[src/rtl/instr_fetcher_pkg.sv]
// Shared configuration for the instruction fetch stage: FSM state encodings
// and the default PC reset value and address width.
// Optional build macro FETCHER_STATS_EN adds the stall_cycles counter port
// to instr_fetcher. Uncomment the line below, or pass +define+ on the tool
// command line, to enable it.
// `define FETCHER_STATS_EN

package instr_fetcher_pkg;

  // Fetch FSM state encodings
  typedef enum logic [1:0] {
    FETCH_ST_IDLE  = 2'b00,
    FETCH_ST_WAIT  = 2'b01,
    FETCH_ST_HOLD  = 2'b10,
    FETCH_ST_DRAIN = 2'b11
  } fetch_state_e;

  // Default PC / request address width
  localparam int unsigned FETCH_ADDR_WIDTH = 32;

  // Default PC loaded on reset
  localparam logic [31:0] FETCH_RESET_PC = 32'h0000_0000;

  // Instruction word width
  localparam int unsigned FETCH_INSTR_WIDTH = 32;

  // Width of the optional stall counter
  localparam int unsigned FETCH_STALL_WIDTH = 32;

endpackage

[src/rtl/instr_fetcher.sv]
// Single-outstanding instruction fetch stage feeding the decoder.
// Holds the PC, issues one word request at a time to the instruction cache,
// holds the returned word for the decoder until issued, then follows the
// decoder's predicted PC. A RoB flush (clear) redirects the PC; a request
// already accepted by the cache when the flush hits is drained and discarded.
//
// Ports:
//   clk, rst              clock (rising edge), async active-low reset
//   rdy                   global enable; low freezes every register
//   icache_req_*          request handshake to the cache (valid/addr are
//                         decoded directly from state/pc)
//   icache_resp_*         one-cycle response strobe and data
//   instr_ready/instr_out/instr_addr_out  word and its PC to the decoder
//   predict_pc            decoder's predicted next PC for instr_out
//   instr_issued          decoder consumed instr_out this cycle
//   clear, clear_pc       misprediction flush and redirect target
//   stall_cycles          only with FETCHER_STATS_EN: saturating count of
//                         rdy cycles spent stalled in HOLD or draining

module instr_fetcher
  import instr_fetcher_pkg::*;
#(
  parameter int unsigned             ADDR_WIDTH = FETCH_ADDR_WIDTH,
  parameter logic [ADDR_WIDTH-1:0]   RESET_PC   = ADDR_WIDTH'(FETCH_RESET_PC)
) (
  input  logic                         clk,
  input  logic                         rst,
  input  logic                         rdy,
  output logic                         icache_req_valid,
  input  logic                         icache_req_ready,
  output logic [ADDR_WIDTH-1:0]        icache_req_addr,
  input  logic                         icache_resp_valid,
  input  logic [FETCH_INSTR_WIDTH-1:0] icache_resp_data,
  output logic                         instr_ready,
  output logic [FETCH_INSTR_WIDTH-1:0] instr_out,
  output logic [ADDR_WIDTH-1:0]        instr_addr_out,
  input  logic [ADDR_WIDTH-1:0]        predict_pc,
  input  logic                         instr_issued,
  input  logic                         clear,
  input  logic [ADDR_WIDTH-1:0]        clear_pc
`ifdef FETCHER_STATS_EN
  ,
  output logic [FETCH_STALL_WIDTH-1:0] stall_cycles
`endif
);

  // Clears the two byte-offset bits so every PC is word aligned
  localparam logic [ADDR_WIDTH-1:0] ALIGN_MASK = ~ADDR_WIDTH'(3);

  fetch_state_e          state;
  logic [ADDR_WIDTH-1:0] pc;

  // Request is presented whenever idle; address is the live PC
  assign icache_req_valid = (state == FETCH_ST_IDLE);
  assign icache_req_addr  = pc;

  // Fetch FSM with registered decoder-facing outputs
  always_ff @(posedge clk or negedge rst) begin
    if (!rst) begin
      state          <= FETCH_ST_IDLE;
      pc             <= RESET_PC & ALIGN_MASK;
      instr_ready    <= 1'b0;
      instr_out      <= '0;
      instr_addr_out <= '0;
    end else if (rdy) begin
      if (clear) begin
        // Flush wins over everything; a request the cache has already
        // accepted (or is accepting now) must have its response drained.
        pc          <= clear_pc & ALIGN_MASK;
        instr_ready <= 1'b0;
        case (state)
          FETCH_ST_IDLE:  state <= icache_req_ready  ? FETCH_ST_DRAIN : FETCH_ST_IDLE;
          FETCH_ST_WAIT:  state <= icache_resp_valid ? FETCH_ST_IDLE  : FETCH_ST_DRAIN;
          FETCH_ST_HOLD:  state <= FETCH_ST_IDLE;
          FETCH_ST_DRAIN: state <= icache_resp_valid ? FETCH_ST_IDLE  : FETCH_ST_DRAIN;
          default:        state <= FETCH_ST_IDLE;
        endcase
      end else begin
        case (state)
          FETCH_ST_IDLE: begin
            if (icache_req_ready) begin
              state <= FETCH_ST_WAIT;
            end
          end
          FETCH_ST_WAIT: begin
            if (icache_resp_valid) begin
              instr_out      <= icache_resp_data;
              instr_addr_out <= pc;
              instr_ready    <= 1'b1;
              state          <= FETCH_ST_HOLD;
            end
          end
          FETCH_ST_HOLD: begin
            if (instr_issued) begin
              pc          <= predict_pc & ALIGN_MASK;
              instr_ready <= 1'b0;
              state       <= FETCH_ST_IDLE;
            end
          end
          FETCH_ST_DRAIN: begin
            // Stale response from a flushed request is discarded
            if (icache_resp_valid) begin
              state <= FETCH_ST_IDLE;
            end
          end
          default: state <= FETCH_ST_IDLE;
        endcase
      end
    end
  end

`ifdef FETCHER_STATS_EN
  logic stall_now;

  // Stalled: holding a word the decoder has not taken, or draining
  assign stall_now = ((state == FETCH_ST_HOLD) && !instr_issued) ||
                     (state == FETCH_ST_DRAIN);

  // Saturating stall counter; only reset clears it, flushes do not
  always_ff @(posedge clk or negedge rst) begin
    if (!rst) begin
      stall_cycles <= '0;
    end else if (rdy && stall_now && (stall_cycles != '1)) begin
      stall_cycles <= stall_cycles + FETCH_STALL_WIDTH'(1);
    end
  end
`endif

endmodule

[config.mk]
export PLATFORM = sky130hd
export DESIGN_NAME = instr_fetcher
export DESIGN_NICKNAME = d
export VERILOG_FILES = /design/src/rtl/instr_fetcher_pkg.sv /design/src/rtl/instr_fetcher.sv
export SDC_FILE = /design/constraint.sdc
export NUM_CORES = 1
export LEC_CHECK = 0
export BUFFER_PORTS_ARGS = -buffer_cell sky130_fd_sc_hd__buf_2
export CAP_MARGIN = 20
export CORE_ASPECT_RATIO = 1.25
export CORE_UTILIZATION = 30
export DETAILED_ROUTE_END_ITERATION = 7
export PLACE_DENSITY = 0.56
export SETUP_SLACK_MARGIN = 0.02
export SYNTH_ARGS = -nofsm -noshare
export SYNTH_HDL_FRONTEND = slang
export SYNTH_SLANG_ARGS = --single-unit
[constraint.sdc]
create_clock -name clk -period 2.17 [get_ports clk]
set_input_delay 0.3255 -clock clk [delete_from_list [all_inputs] [get_ports clk]]
set_output_delay 0.3255 -clock clk [all_outputs]
set_load 0.02 [all_outputs]
Word-level counts from Yosys, hierarchy flattened

Index checks and enable logic that the tools add are counted.

Bits in registers: 99
Latch bits: 0
Memory bits (writable): 0
ROM bits: 0
Bits of input ports: 103
Output and inout bits: 98
Logic and storage cells: 38
Memories: 0

$add $sub $neg: 0
Multiply operators: 0
Divide/modulo/power cells: 0
Order comparisons: 0
Equality and inequality tests: 7
Shift operators: 0
Muxes and demuxes: 16
Bitwise operators: 1
Reduce and logical (&&, ||, !) cells: 9

Operators with widths:

| operator             | count |
|---|---|
| $mux W32             | 3 |
| $mux W2              | 7 |
| $ne A3 B3 Y1 const B | 3 |
| $pmux W2 S4          | 1 |
| $reduce_and A4 Y1    | 2 |
| $pmux W2 S3          | 1 |
| $reduce_and A5 Y1    | 1 |
| $eq A2 B2 Y1 const B | 2 |
| $reduce_bool A2 Y1   | 2 |
| $mux W1              | 3 |
| $ne A3 B1 Y1 const B | 1 |
| $reduce_and A3 Y1    | 1 |
| $reduce_bool A3 Y1   | 1 |
| $eq A2 B1 Y1 const B | 1 |
| $logic_not A2 Y1     | 1 |
| $pmux W1 S2          | 1 |
| $reduce_or A2 Y1     | 1 |
| $not A1 Y1           | 1 |

Depth between registers and ports, before layout

Gate-level depths: netlist of the first run.

Word-level depth: 4
Mapped depth: 5

Worst setup path after synthesis of the first run

OpenSTA, ideal clock, no wires.

Path kind: input port to flip-flop
From: in clear
To: reg pc[10], in the netlist icache_req_addr[10]
Library setup time: 0.125 ns
Data arrival time: 1.554 ns
Slack: 0.492 ns
Stages on the path: 4
Path through: clkbuf_1 clkbuf_1 mux2_2 mux2_2

Word-level cells in the longest chain between the ends: 2
Elaborated cells between the ends (all ways): 4

Ends and longest elaborated chain:

| what                                | line                | source |
|---|---|---|
| from (decl)                         | instr_fetcher.sv:39 | `input logic clear,` |
| $reduce_bool A2 Y1 (no source line) | --                  |  |
| $reduce_and A3 Y1 (no source line)  | --                  |  |
| to (signal assigned)                | instr_fetcher.sv:61 | `pc <= RESET_PC & ALIGN_MASK;` |
| to (signal assigned)                | instr_fetcher.sv:69 | `pc <= clear_pc & ALIGN_MASK;` |
| to (signal assigned)                | instr_fetcher.sv:95 | `pc <= predict_pc & ALIGN_MASK;` |
| to (decl)                           | instr_fetcher.sv:51 | `logic [ADDR_WIDTH-1:0] pc;` |

Several ways; a longest one is shown, not always the timed one.
A chain may end at the register's enable or synchronous reset.

Final worst setup path of the first run

From: reg state[1]
To: reg instr_addr_out[11]

Word-level cells in the longest chain between the ends: 2

Ends and longest elaborated chain:

| what                               | line                | source |
|---|---|---|
| from (decl)                        | instr_fetcher.sv:50 | `fetch_state_e state;` |
| from (signal assigned)             | instr_fetcher.sv:72 | `FETCH_ST_IDLE: state <= icache_req_ready ? FETCH_ST_DRAIN : FETCH_ST_IDLE;` |
| from (signal assigned)             | instr_fetcher.sv:73 | `FETCH_ST_WAIT: state <= icache_resp_valid ? FETCH_ST_IDLE : FETCH_ST_DRAIN;` |
| from (signal assigned)             | instr_fetcher.sv:75 | `FETCH_ST_DRAIN: state <= icache_resp_valid ? FETCH_ST_IDLE : FETCH_ST_DRAIN;` |
| $eq A2 B1 Y1                       | instr_fetcher.sv:79 | `case (state)` |
| $reduce_and A4 Y1 (no source line) | --                  |  |
| to (signal assigned)               | instr_fetcher.sv:88 | `instr_addr_out <= pc;` |
| to (decl)                          | instr_fetcher.sv:36 | `output logic [ADDR_WIDTH-1:0] instr_addr_out,` |

No other way between the ends.

==> results of run 1 <==
worst paths after layout:
| path | start | endpoint | slack, ps | cells after the start |
|---|---|---|---|---|
| worst max register to register | state[1] | instr_addr_out[11] | 360 | 4 |
| max in group asynchronous | rst | instr_out[8] | 1020 | 3 |
| worst min-delay path | icache_resp_data[6] | instr_out[6] | 210 | 2 |
| min in group asynchronous | rst | instr_out[0] | 560 | 2 |
| worst min register to register | instr_out[25] | instr_out[25] | 500 | 1 |
| worst max-delay path | state[1] | instr_addr_out[11] | 360 | 4 |
power groups by stage:
| stage | Clock (mW) | Sequential [mW] | Combinational (mW) |
|---|---|---|---|
| floorplan | 0 | 3.83 | 1.18 |
| global placement | 0 | 2.92 | 3.12 |
| detailed placement | 0 | 2.95 | 3.15 |
| CTS | 1.69 | 2.93 | 3.16 |
| global route | 1.76 | 3.04 | 3.32 |
| finish | 1.62 | 2.93 | 3.11 |
placed cells by master, fill, tap and decap left out:
cell type      count
buf_2            191
o21a_1             1
dlygate4sd3_1      1
o311ai_0           1
o21ai_0            1
clkbuf_1           1
and3b_2            1
a32o_1             1
mux2_4            59
clkinv_4           1
a31oi_1            2
bufinv_16          1
conb_1             4
dfrtp_1           95
nand3_1            1
nand2b_1           1
nand3b_1           1
clkbuf_16          9
or4bb_1            1
or3b_4             1
clkinvlp_4         2
nor2_1             1
inv_1              2
clkbuf_8           2
buf_12             5
buf_4              4
or2b_1             2
mux2_2            64
worst max-delay path: cells and delay by family (launching register included):
kind                   cells  cell delay [ps]
AND/OR/NAND/NOR            2              690
flip-flops                 1              420
multiplexers               1              330
buffers and inverters      1              210
layer usage:
metal	up-vias	global-route usage (%)	wire length, µm
met5	-	0	0
met4	0	6.53	190
met3	11	2.89	625
met2	114	21.9	4640
met1	1325	15.6	3890
li1	1289	-	-
registers in the layout, indices dropped and copies added (netlist names):
name / flops
instr_out: 32
instr_ready: 1
instr_addr_out: 30
icache_req_addr: 30
state: 2
cells by family (layout without fill, tap and decap cells):
group,after synthesis,count (layout),synth area share [%]
compound gates,6,6,1.02
other cells,1,4,0.0873
mux,123,123,37.4
buf+inv,20,219,4.57
flops,95,95,55.3
simple gates,9,9,1.57
repair_timing:
item	in CTS	in global routing
gates resized for setup	0	0
hold endpoints to repair	22	0
hold buffers	1	0
metrics by stage:
stage	utilization [%]	cell area, µm²	worst slack, ps
2_1_floorplan	-	4310	492
3_3_place_gp	39.1	5430	413
3_5_place_dp	39.1	5430	383
4_1_cts	41.4	5750	377
6_report	41.4	5750	363
5_1_grt	41.4	5750	318
area by class of cell:
cell class                      count  share of cell area, %
Clock buffer                       12                   4.46
Clock inverter                      4                  0.936
Inverter                            2                  0.131
Multi-Input combinational cell    142                   30.2
Sequential cell                    95                   41.4
Tap cell                          175                   3.81
Timing Repair Buffer              201                   19.1
==> results_dict.tcl, run 1 <==
set metrics [dict create \
    outcome "completed" \
    gp_congestion 0.672 \
    grt_max_degree 45 \
    cts_tree "yes" \
    synth_edf_count 0 \
    clock_path_buffers 2 \
    hold_class "in2reg" \
    vias_per_cell 4.34 \
    ant_nets 0 \
    syn-cell-area_um2 4300 \
    ff_latch_area_um2 2380 \
    p_seq_share_pct 38.2 \
    p_sw_share_pct 34.9 \
    dpl.cell_count 614 \
    initialDrtViolationCount 123 \
    clk_pin_slew_ps 70 \
    leakagePower_nw 3.00 \
    synth.distinct_cells 24 \
    first_pass_iters 2 \
    area_delta_synth_final_pct 33.8 \
    p_int_mw 4.98 \
    fin_crit_sh_pct 83.3 \
    portBuffers 192 \
    crit_type "reg2reg" \
    grt_pass1_wl_um 14500 \
    yosys_warnings 0 \
    die_x_um 109 \
    gr-total-overflow 0 \
    die-area_um2 14800 \
    max-cap-violations 0 \
    ir_drop_uv 657 \
    combPwrFrac_pct 40.7 \
    place_hpwl_um 6740 \
    p_sw_mw 2.67 \
    slew_viol_final 0 \
    cp_slowest_stage_delay_ps 480 \
    ys.flop_type "dfrtp_1" \
    post_cts_buffers 0 \
    start_kind "flip-flop" \
    diodes 0 \
    netlist.area_leader.share_pct 55.3 \
    antenna_found_initial 0 \
    max_freq_ghz 0.554 \
    clock_latency_ps 340 \
    synth_area_leaders "dfrtp_1, mux2_4, mux2_2" \
    relSlewSlack_pct 61.0 \
    finalSetupTns_ps 0 \
    first_global_vias 2770 \
    io_pins 201 \
    fin_skew_ps 6.75 \
    rows 48 \
    drive_above_1_share_pct 74.6 \
    fill_cells 1317 \
    power_mw 7.66 \
    cts_root_buffer "clkbuf_16" \
    fin_cells 631 \
    syn_area_per_cell_um2 16.9 \
    async_flop_share_pct 100 \
    synth_seq_area_share_pct 55.3 \
    htreeDepth 3 \
    synth_area_leader_cell "dfrtp_1" \
    power_per_cell_area_nw_per_um2 1330 \
    cp.arrival_ps 2030 \
    die_h_um 136 \
    routedWlPerCell_um 14.8 \
    whs_ps 212 \
    drc 0 \
    start_util_pct 31.0 \
    multi_input_area_um2 1740 \
    setup_viol 0 \
    grt_use_total_pct 13.1 \
    vias 2739 \
    end_kind "flip-flop" \
    crit_chain "nand3b_1 -> or3b_4 -> buf_12 -> mux2_4" \
    path_max_fanout 30 \
    yosys-top-cells-count "dfrtp_1, mux2_2, mux2_4, buf_12, clkbuf_1" \
    numCtsBuffers 9 \
    core_um2 13900 \
    p_clk_share_pct 21.1 \
    finalHoldViolCount 0 \
    tightest_slew_ps 585 \
    worstPathRequired_ps 2390 \
    slowest_stage "or3b_4" \
    grt_setup_unrepaired "no" \
    cts.sinks 95 \
    nets 554 \
    routed_wirelength_um 9350 \
    synth-seq-cells 95 \
    yosysMostFrequentCell "dfrtp_1" \
    fin_crit_ps 1810 \
    syn-instance-count 254 \
]
Note: power is estimated with default switching activity, not from simulation.
==> run 2: changes to the inputs <==
--- a/config.mk
+++ b/config.mk
@@ -10,7 +10,7 @@
 export CORE_ASPECT_RATIO = 1.25
 export CORE_UTILIZATION = 30
 export DETAILED_ROUTE_END_ITERATION = 7
-export PLACE_DENSITY = 0.56
+export PLACE_DENSITY = 0.58
 export SETUP_SLACK_MARGIN = 0.02
 export SYNTH_ARGS = -nofsm -noshare
 export SYNTH_HDL_FRONTEND = slang
==> constraint.sdc (replaced) <==
create_clock -name clk -period 1.4 [get_ports clk]
set_input_delay 0.21 -clock clk [delete_from_list [all_inputs] [get_ports clk]]
set_output_delay 0.21 -clock clk [all_outputs]
set_load 0.02 [all_outputs]
==> results_dict.tcl, run 2 (synthesis gave the netlist of run 1 again) <==
set metrics [dict create \
    outcome "finished, violations left" \
    violations "negative setup slack" \
    p_int_mw 8.09 \
    vias 2852 \
    htreeDepth 3 \
    antenna_found_initial 0 \
    slowest_stage "dfrtp_1" \
    fin_crit_sh_pct 119 \
    cts_root_buffer "clkbuf_16" \
    grt_max_degree 38 \
    gp_congestion 0.774 \
    core_um2 13900 \
    cp.arrival_ps 1890 \
    slew_viol_final 0 \
    ir_drop_uv 869 \
    routed_wirelength_um 9860 \
    final_common_cell "buf_2" \
    final_core_util_pct 43.6 \
    crit_type "reg2reg" \
    cpLargestDelayFamily "buffers and inverters" \
    diodes 0 \
    start_util_pct 31.0 \
    max_freq_ghz 0.598 \
    vias_per_cell 4.42 \
    place_hpwl_um 7140 \
    grt_pass1_wl_um 14900 \
    die_x_um 109 \
    worstPathRequired_ps 1610 \
    portBuffers 192 \
    path_max_fanout 11 \
    routedWlPerCell_um 15.3 \
    drc 0 \
    p_sw_mw 4.20 \
    p_seq_share_pct 37.2 \
    setup_viol 93 \
    leakagePower_nw 3.22 \
    die_h_um 136 \
    grt_use_total_pct 13.1 \
    first_pass_iters 4 \
    io_pins 201 \
    layout_common_cells "buf_2, dfrtp_1, mux2_4, mux2_2, buf_4" \
    finalSetupTns_ps -22210 \
    crit_chain "buf_4 -> buf_6 -> and3b_2 -> o21a_4 -> buf_12 -> mux2_4" \
    clock_path_buffers 2 \
    drive_above_1_share_pct 75.7 \
    largest_register_ffs 32 \
    max-cap-violations 0 \
    cp_num_buf_inv 3 \
    fin_crit_ps 1670 \
    p_clk_share_pct 21.3 \
    grt_setup_unrepaired "yes" \
    numCtsBuffers 9 \
    finalHoldViolCount 0 \
    first_global_vias 2989 \
    clock_latency_ps 330 \
    area_delta_synth_final_pct 41.0 \
    ant_nets 0 \
    rows 48 \
    power_per_cell_area_nw_per_um2 2030 \
    cp_slowest_stage_delay_ps 370 \
    fin_skew_ps 9.19 \
    end_kind "flip-flop" \
    timing.final.ws_setup_ps -272 \
    cts_tree "yes" \
    clk_pin_slew_ps 70 \
    top_register "instr_out" \
    cts.sinks 95 \
    die-area_um2 14800 \
    start_kind "flip-flop" \
    combPwrFrac_pct 41.5 \
    nets 568 \
    initialDrtViolationCount 64 \
    gr-total-overflow 0 \
    p_sw_share_pct 34.2 \
    hold_class "in2reg" \
]
-- run 2: changes by cell type in the layout (fill, tap and decap cells not counted), moves of 2 or more --
cell / delta
mux2_2: -30
mux2_4: +30
buf_4: +9
buf_6: +2
-- run 2: final cells by class --
cell class	instances	area [µm²]
clock buffer	11	243
multi-input combinational	142	1860
sequential	95	2380
inverter	2	7.51
clock inverter	5	81.3
tap	175	219
timing repair buffer	215	1270
fill	1273	7820
-- run 2: worst paths after layout --
kind                                     startpoint                  end  slack [ps]  cells after the start
worst max-delay path                       state[1]  icache_req_addr[17]        -270                      6
worst min-delay path            icache_resp_data[4]         instr_out[4]         100                      2
worst max register to register             state[1]  icache_req_addr[17]        -270                      6
worst min register to register    instr_addr_out[8]    instr_addr_out[8]         510                      1
max in group asynchronous                       rst   instr_addr_out[10]         520                      3
min in group asynchronous                       rst   instr_addr_out[29]         340                      2
-- run 2: metrics by stage --
step | area (µm²) | cells | hold WS, ps | worst slack (ps) | power (mW)
2_1_floorplan | 4450 | 257 | -85.6 | -253 | 7.93
3_3_place_gp | 5610 | 623 | 156 | -210 | 9.54
3_5_place_dp | 5610 | 623 | 164 | -249 | 9.65
4_1_cts | 5990 | 641 | 88.4 | -253 | 12.4
5_1_grt | 6050 | 645 | 85.9 | -317 | 13.0
6_report | 6050 | 645 | 103 | -272 | 12.3
-- run 2: layer usage --
metal	routed length [µm]	global-route usage (%)
met3	516	2.79
met2	5120	22.1
met5	0	0
met1	4090	16.3
met4	133	4.73
-- run 2: power by group through the flow --
stage | registers [mW] | logic, mW | clock network, mW
global route | 4.74 | 5.42 | 2.83
finish | 4.58 | 5.10 | 2.62
floorplan | 5.95 | 1.98 | 0
detailed placement | 4.61 | 5.04 | 0
global placement | 4.57 | 4.97 | 0
CTS | 4.59 | 5.09 | 2.70
-- run 2: what timing repair did --
action | CTS | global route
pin swaps | 1 | 1
endpoints found under the setup margin | 93 | 94
hold buffers | 1 | 0
resized for setup | 5 | 6
cloned | 1 | 2
endpoints found under the hold margin | 26 | 0
buffers inserted | 0 | 2
